[config.mk]
export PLATFORM = sky130hd
export DESIGN_NAME = load_store_unit
export DESIGN_NICKNAME = d
export VERILOG_FILES = /design/src/rtl/lsu_pkg.sv /design/src/rtl/lsu_lane_align.sv /design/src/rtl/load_store_unit.sv
export SDC_FILE = /design/constraint.sdc
export NUM_CORES = 1
export LEC_CHECK = 0
export CORE_ASPECT_RATIO = 1.4
export CORE_UTILIZATION = 30
export CTS_BUF_LIST = sky130_fd_sc_hd__clkbuf_8
export DETAILED_ROUTE_END_ITERATION = 10
export DONT_BUFFER_PORTS = 1
export PLACE_DENSITY = 0.42
export SLEW_MARGIN = 15
export SYNTH_ARGS = -nofsm -noshare
export SYNTH_HDL_FRONTEND = slang
export SYNTH_SLANG_ARGS = --single-unit
[constraint.sdc]
create_clock -name clk -period 5.2 [get_ports clk]
set_input_delay 0.78 -clock clk [delete_from_list [all_inputs] [get_ports clk]]
set_output_delay 0.78 -clock clk [all_outputs]
set_load 0.01 [all_outputs]
[src/rtl/lsu_pkg.sv]
// Shared encodings for the load/store unit: op fields, size codes,
// exception codes and FSM states.
package lsu_pkg;

    // req_op bit positions
    localparam int unsigned OP_STORE    = 3;
    localparam int unsigned OP_UNSIGNED = 2;

    // req_op[1:0] access size
    typedef enum logic [1:0] {
        SZ_BYTE = 2'b00,
        SZ_HALF = 2'b01,
        SZ_WORD = 2'b10,
        SZ_ILL  = 2'b11
    } size_t;

    // exc_code values
    localparam logic [1:0] EXC_TIMEOUT = 2'b00;
    localparam logic [1:0] EXC_ADEL    = 2'b01;
    localparam logic [1:0] EXC_ADES    = 2'b10;
    localparam logic [1:0] EXC_ILLEGAL = 2'b11;

    typedef enum logic [1:0] {
        ST_IDLE   = 2'b00,
        ST_ACCESS = 2'b01,
        ST_RESP   = 2'b10
    } state_t;

    function automatic size_t op_size(input logic [3:0] op);
        return size_t'(op[1:0]);
    endfunction

endpackage

[src/rtl/lsu_lane_align.sv]
// Combinational lane steering for a big-endian 32-bit data memory:
// store side builds byte enables, replicated data and a misalign flag;
// load side extracts and extends the addressed byte/half.
module lsu_lane_align
    import lsu_pkg::*;
(
    input  logic [3:0]  st_op,
    input  logic [1:0]  st_off,
    input  logic [31:0] st_data,
    output logic [3:0]  be,
    output logic [31:0] lane_data,
    output logic        misalign,
    input  logic [3:0]  ld_op,
    input  logic [1:0]  ld_off,
    input  logic [31:0] rdata,
    output logic [31:0] ld_data
);

    logic [7:0]  ld_byte;
    logic [15:0] ld_half;

    // Store side: enables and replicated data from size and offset
    always_comb begin
        be        = '0;
        lane_data = st_data;
        misalign  = 1'b0;
        case (op_size(st_op))
            SZ_BYTE: begin
                be        = 4'b1000 >> st_off;
                lane_data = {4{st_data[7:0]}};
            end
            SZ_HALF: begin
                be        = st_off[1] ? 4'b0011 : 4'b1100;
                lane_data = {2{st_data[15:0]}};
                misalign  = st_off[0];
            end
            SZ_WORD: begin
                be        = 4'b1111;
                misalign  = (st_off != 2'b00);
            end
            default: begin
                be        = '0;
            end
        endcase
    end

    // Load side: pick the addressed lane (offset 0 is the MSB byte) and extend
    always_comb begin
        case (ld_off)
            2'd0:    ld_byte = rdata[31:24];
            2'd1:    ld_byte = rdata[23:16];
            2'd2:    ld_byte = rdata[15:8];
            default: ld_byte = rdata[7:0];
        endcase
        ld_half = ld_off[1] ? rdata[15:0] : rdata[31:16];
        case (op_size(ld_op))
            SZ_BYTE: ld_data = ld_op[OP_UNSIGNED] ? {24'b0, ld_byte}
                                                  : {{24{ld_byte[7]}}, ld_byte};
            SZ_HALF: ld_data = ld_op[OP_UNSIGNED] ? {16'b0, ld_half}
                                                  : {{16{ld_half[15]}}, ld_half};
            default: ld_data = rdata;
        endcase
    end

endmodule

[src/rtl/load_store_unit.sv]
// MEM-stage load/store unit: accepts one request, drives the data memory
// strobes until mem_ready or timeout, then reports a load result or exception.
module load_store_unit
    import lsu_pkg::*;
#(
    parameter int unsigned TIMEOUT = 15
) (
    input  logic        clk,
    input  logic        rst,
    input  logic        req_valid,
    output logic        req_ready,
    input  logic [3:0]  req_op,
    input  logic [31:0] req_addr,
    input  logic [31:0] req_wdata,
    input  logic [4:0]  req_rd,
    output logic        mem_read,
    output logic        mem_write,
    output logic [31:0] mem_addr,
    output logic [31:0] mem_wdata,
    output logic [3:0]  mem_be,
    input  logic        mem_ready,
    input  logic [31:0] mem_rdata,
    output logic        wb_valid,
    output logic [4:0]  wb_rd,
    output logic [31:0] wb_data,
    output logic        exc_valid,
    output logic [1:0]  exc_code,
    output logic [31:0] exc_badvaddr
);

    localparam int unsigned CW = (TIMEOUT < 2) ? 1 : $clog2(TIMEOUT);
    localparam logic [CW-1:0] TO_LAST = CW'((TIMEOUT > 0) ? TIMEOUT - 1 : 0);

    state_t        state;
    logic [3:0]    op_q;
    logic [31:0]   addr_q;
    logic [4:0]    rd_q;
    logic [CW-1:0] cnt;

    logic [3:0]    be_c;
    logic [31:0]   lane_c;
    logic          misalign_c;
    logic [31:0]   ld_data_c;
    logic          illegal_c;

    // Store lanes come from the live request (registered at accept);
    // load extraction uses the latched op/offset while in ACCESS.
    lsu_lane_align u_align (
        .st_op     (req_op),
        .st_off    (req_addr[1:0]),
        .st_data   (req_wdata),
        .be        (be_c),
        .lane_data (lane_c),
        .misalign  (misalign_c),
        .ld_op     (op_q),
        .ld_off    (addr_q[1:0]),
        .rdata     (mem_rdata),
        .ld_data   (ld_data_c)
    );

    // Illegal size detection at accept
    always_comb begin
        illegal_c = (op_size(req_op) == SZ_ILL);
    end

    // Ready is decoded from state so it is high out of reset
    assign req_ready = (state == ST_IDLE);

    // Request FSM with timeout counter and registered strobes/results
    always_ff @(posedge clk or posedge rst) begin
        if (rst) begin
            state        <= ST_IDLE;
            op_q         <= '0;
            addr_q       <= '0;
            rd_q         <= '0;
            cnt          <= '0;
            mem_read     <= 1'b0;
            mem_write    <= 1'b0;
            mem_addr     <= '0;
            mem_wdata    <= '0;
            mem_be       <= '0;
            wb_valid     <= 1'b0;
            wb_rd        <= '0;
            wb_data      <= '0;
            exc_valid    <= 1'b0;
            exc_code     <= '0;
            exc_badvaddr <= '0;
        end else begin
            wb_valid  <= 1'b0;
            exc_valid <= 1'b0;
            case (state)
                ST_IDLE: begin
                    if (req_valid) begin
                        op_q      <= req_op;
                        addr_q    <= req_addr;
                        rd_q      <= req_rd;
                        cnt       <= '0;
                        mem_addr  <= {req_addr[31:2], 2'b00};
                        mem_be    <= be_c;
                        mem_wdata <= lane_c;
                        if (illegal_c) begin
                            exc_valid    <= 1'b1;
                            exc_code     <= EXC_ILLEGAL;
                            exc_badvaddr <= req_addr;
                            state        <= ST_RESP;
                        end else if (misalign_c) begin
                            exc_valid    <= 1'b1;
                            exc_code     <= req_op[OP_STORE] ? EXC_ADES : EXC_ADEL;
                            exc_badvaddr <= req_addr;
                            state        <= ST_RESP;
                        end else begin
                            mem_read  <= ~req_op[OP_STORE];
                            mem_write <= req_op[OP_STORE];
                            state     <= ST_ACCESS;
                        end
                    end
                end
                ST_ACCESS: begin
                    // mem_ready is checked first so it wins over a coincident timeout
                    if (mem_ready) begin
                        mem_read  <= 1'b0;
                        mem_write <= 1'b0;
                        if (!op_q[OP_STORE]) begin
                            wb_valid <= 1'b1;
                            wb_data  <= ld_data_c;
                            wb_rd    <= rd_q;
                        end
                        state <= ST_RESP;
                    end else if ((TIMEOUT != 0) && (cnt == TO_LAST)) begin
                        mem_read     <= 1'b0;
                        mem_write    <= 1'b0;
                        exc_valid    <= 1'b1;
                        exc_code     <= EXC_TIMEOUT;
                        exc_badvaddr <= addr_q;
                        state        <= ST_RESP;
                    end else begin
                        cnt <= cnt + 1'b1;
                    end
                end
                ST_RESP: begin
                    state <= ST_IDLE;
                end
                default: begin
                    state <= ST_IDLE;
                end
            endcase
        end
    end

endmodule

==> run metrics <==
Post-Layout Cell Count 1094; Vias/cell 5.128; synthesized instance count 820; Placed Cells 1062; Main synth FF type dfrtp_1; WL final 22030 µm; type of the worst setup path flop to flop; H-tree depth 4; status finished, violations left; Root Driver clkbuf_8; worst slew pin tran 1.012 ns; DP HPWL 15520 µm; pwr/cell area 623.2 mW/mm²; Die X 138.8 µm; Layout area overhead 4.822%; unrepaired setup endpoints after global routing false; wire per inst 20.14 µm; hold crit path type input pin to async pin; fillers 2653; metal3 WL 2229 µm; final hold violations 0; Starting DRT DRC Count 305; Critical Path Fanout Max 35; ant diodes 0; commonest non-fill, non-tap cell in the layout nand2_1; CP max stage cell nand2b_2; Mean Syn Cell Area 9.587 µm²; I/O pin count 253; worst-path cell chain nand2b_2 -> nor3_4 -> a21oi_4 -> buf_4 -> mux2_2; clk buf depth 2; WL met2 11080 µm; post-synthesis cell area 0.007861 mm²; core area 0.02555 mm²; Critical Path Max Stage Delay 0.84 ns; Yosys reg bits 158; Max-Cap Viols 0; Max Clk Rate 402.3 MHz; Sink Count 158; M1 wire length 7872 µm; Post-CTS Hold Buffers 0; setup violators final 0; Initial Util 0.3076; Yosys cell types 45; Num CTS Buffers 17; Slew Viols, Final 0; die height 193.5 µm; Ys Warns 0; CTS tree yes; DR top layer met4; Port Buffers 0; sequential fraction of the synthesis area 0.5029; initial antenna violation count 0; Max-slew headroom 0.3231; worst skew pair latency 0.46 ns; CTS-repair resized insts 0; Layout Skew 0.01120 ns; largest net degree at the start of global routing 79; vias in the first global route 5733; first-pass GRT wire length 34320 µm; Tmin final 2.486 ns; crit start category flop; fin nets 877; Worst EP required 5.55 ns; number of remaining DRC errors 19; ANT nets after route 0; postcts setup bufs 0; period utilization 0.4780; proportion of layout cells with a drive suffix above 1 0.1587; Worst setup EP type flop; Die Area 0.02686 mm²; cell leakage power 3.715 nW; Vias 5610; first drt pass iteration count 8; number of flops mapped to enable cells by yosys 0; Final Wtd Congestion 0.7972; total negative slack 0 ns; commonest non-fill, non-tap cells in the layout 214 x nand2_1, 158 x dfrtp_1, 67 x mux2_2, 49 x o21ai_0, 41 x nor2_1; site row count 69; total congestion overflow 0; failing checks design-rule violations; Peak VDD IR 0.2253 mV; Async SR Flop Fraction 1.000; Reg clk slew, reported paths 0.09 ns; Worst EP arrival 2.83 ns; GRT Overall Usage 0.1675
-- critical path: cells and delay by family (launching register included) --
family          cells  cell delay [ns]
simple gates        2             0.92
flops               1             0.48
buf+inv             1             0.43
mux                 1             0.39
compound gates      1             0.13
-- Yosys cell counts, types with 2 or more instances --
cell / number / area [µm²]
a211o_1: 6 / 52.55
a21o_1: 4 / 30.03
a21oi_1: 32 / 160.2
a221oi_1: 9 / 78.83
a22oi_1: 8 / 60.06
a31oi_1: 9 / 56.30
and2_1: 3 / 18.77
buf_1: 4 / 15.01
buf_2: 22 / 110.1
buf_4: 33 / 247.7
buf_6: 7 / 78.83
clkbuf_1: 22 / 82.58
dfrtp_1: 158 / 3954
ha_1: 6 / 75.07
inv_1: 21 / 78.83
mux2_1: 5 / 56.30
mux2_2: 67 / 754.5
mux2i_1: 12 / 120.1
nand2_1: 215 / 807.0
nand2b_1: 2 / 12.51
nand3_1: 14 / 70.07
nand3b_1: 7 / 52.55
nor2_1: 41 / 153.9
nor3_1: 17 / 85.08
nor3_4: 2 / 32.53
nor3b_1: 9 / 67.56
o211ai_1: 8 / 60.06
o21ai_0: 49 / 245.2
o21ai_1: 2 / 10.01
o31ai_1: 9 / 67.56
or2_2: 2 / 12.51
xor2_1: 2 / 17.52
-- state kept, by name (all words and copies together), names as in the netlist --
name          cells
exc_valid         1
wb_data          32
op_q              4
exc_code          2
cnt               4
mem_be            4
mem_wdata        32
rd_q              5
mem_write         1
mem_read          1
wb_rd             5
addr_q           32
state             2
wb_valid          1
exc_badvaddr     32
-- path summary, 6_finish.rpt --
kind	from	to	slack, ns	depth (start not counted)
setup / recovery	state[1]$_DFFE_PP0P_	exc_badvaddr[26]$_DFFE_PP0P_	2.71	5
hold / removal	rst	exc_badvaddr[4]$_DFFE_PP0P_	0.30	1
setup reg to reg	state[1]$_DFFE_PP0P_	exc_badvaddr[26]$_DFFE_PP0P_	2.71	5
hold reg to reg	rd_q[3]$_DFFE_PP0P_	wb_rd[3]$_DFFE_PP0P_	0.48	2
max in group asynchronous	rst	exc_badvaddr[30]$_DFFE_PP0P_	3.81	2
min in group clk	req_addr[5]	addr_q[5]$_DFFE_PP0P_	0.43	2
-- area by class of cell --
class	count	area, µm²	share of cell area
tap	319	399.1	0.04844
inverter	21	83.83	0.01017
clock inverter	13	162.7	0.01974
clock buffer	19	261.5	0.03173
sequential	158	3954	0.4798
timing repair buffer	10	75.07	0.009110
multi-input combinational	554	3304	0.4010
-- cells by family after synthesis --
kind of cell | after synthesis | synth area share
adder cells (fa/ha/maj) | 6 | 0.009549
buffers and inverters | 109 | 0.07799
AO/OA/AOI/OAI | 143 | 0.1138
other | 1 | 0.0004770
XOR/XNOR | 2 | 0.002229
flip-flops | 158 | 0.5029
multiplexers | 85 | 0.1213
AND/OR/NAND/NOR | 316 | 0.1717
-- metal layers --
metal / global-route usage / up-vias
met2: 0.2843 / 244
li1: - / 2625
met4: 0.08313 / 0
met5: 0 / -
met1: 0.1775 / 2700
met3: 0.07079 / 41
-- per-stage QoR --
step / utilization / cell area [µm²] / setup slack [ns] / power, mW / hold slack (ns)
2_1_floorplan: - / 7865 / 0.1568 / 3.898 / 0.4380
5_1_grt: 0.3225 / 8240 / 2.525 / 5.538 / 0.3180
6_report: 0.3225 / 8240 / 2.714 / 5.135 / 0.2963
3_5_place_dp: 0.3059 / 7816 / 2.329 / 4.212 / 0.4555
4_1_cts: 0.3225 / 8240 / 2.652 / 5.235 / 0.3000
3_3_place_gp: 0.3059 / 7816 / 2.438 / 4.155 / 0.4609
-- report_power, final --
| part | internal [mW] | total [mW] | switching [mW] |
|---|---|---|---|
| clock network | 0.502 | 0.993 | 0.491 |
| registers | 1.81 | 2.62 | 0.806 |
| logic | 0.643 | 1.52 | 0.880 |
Note: power is estimated with default switching activity, not from simulation.
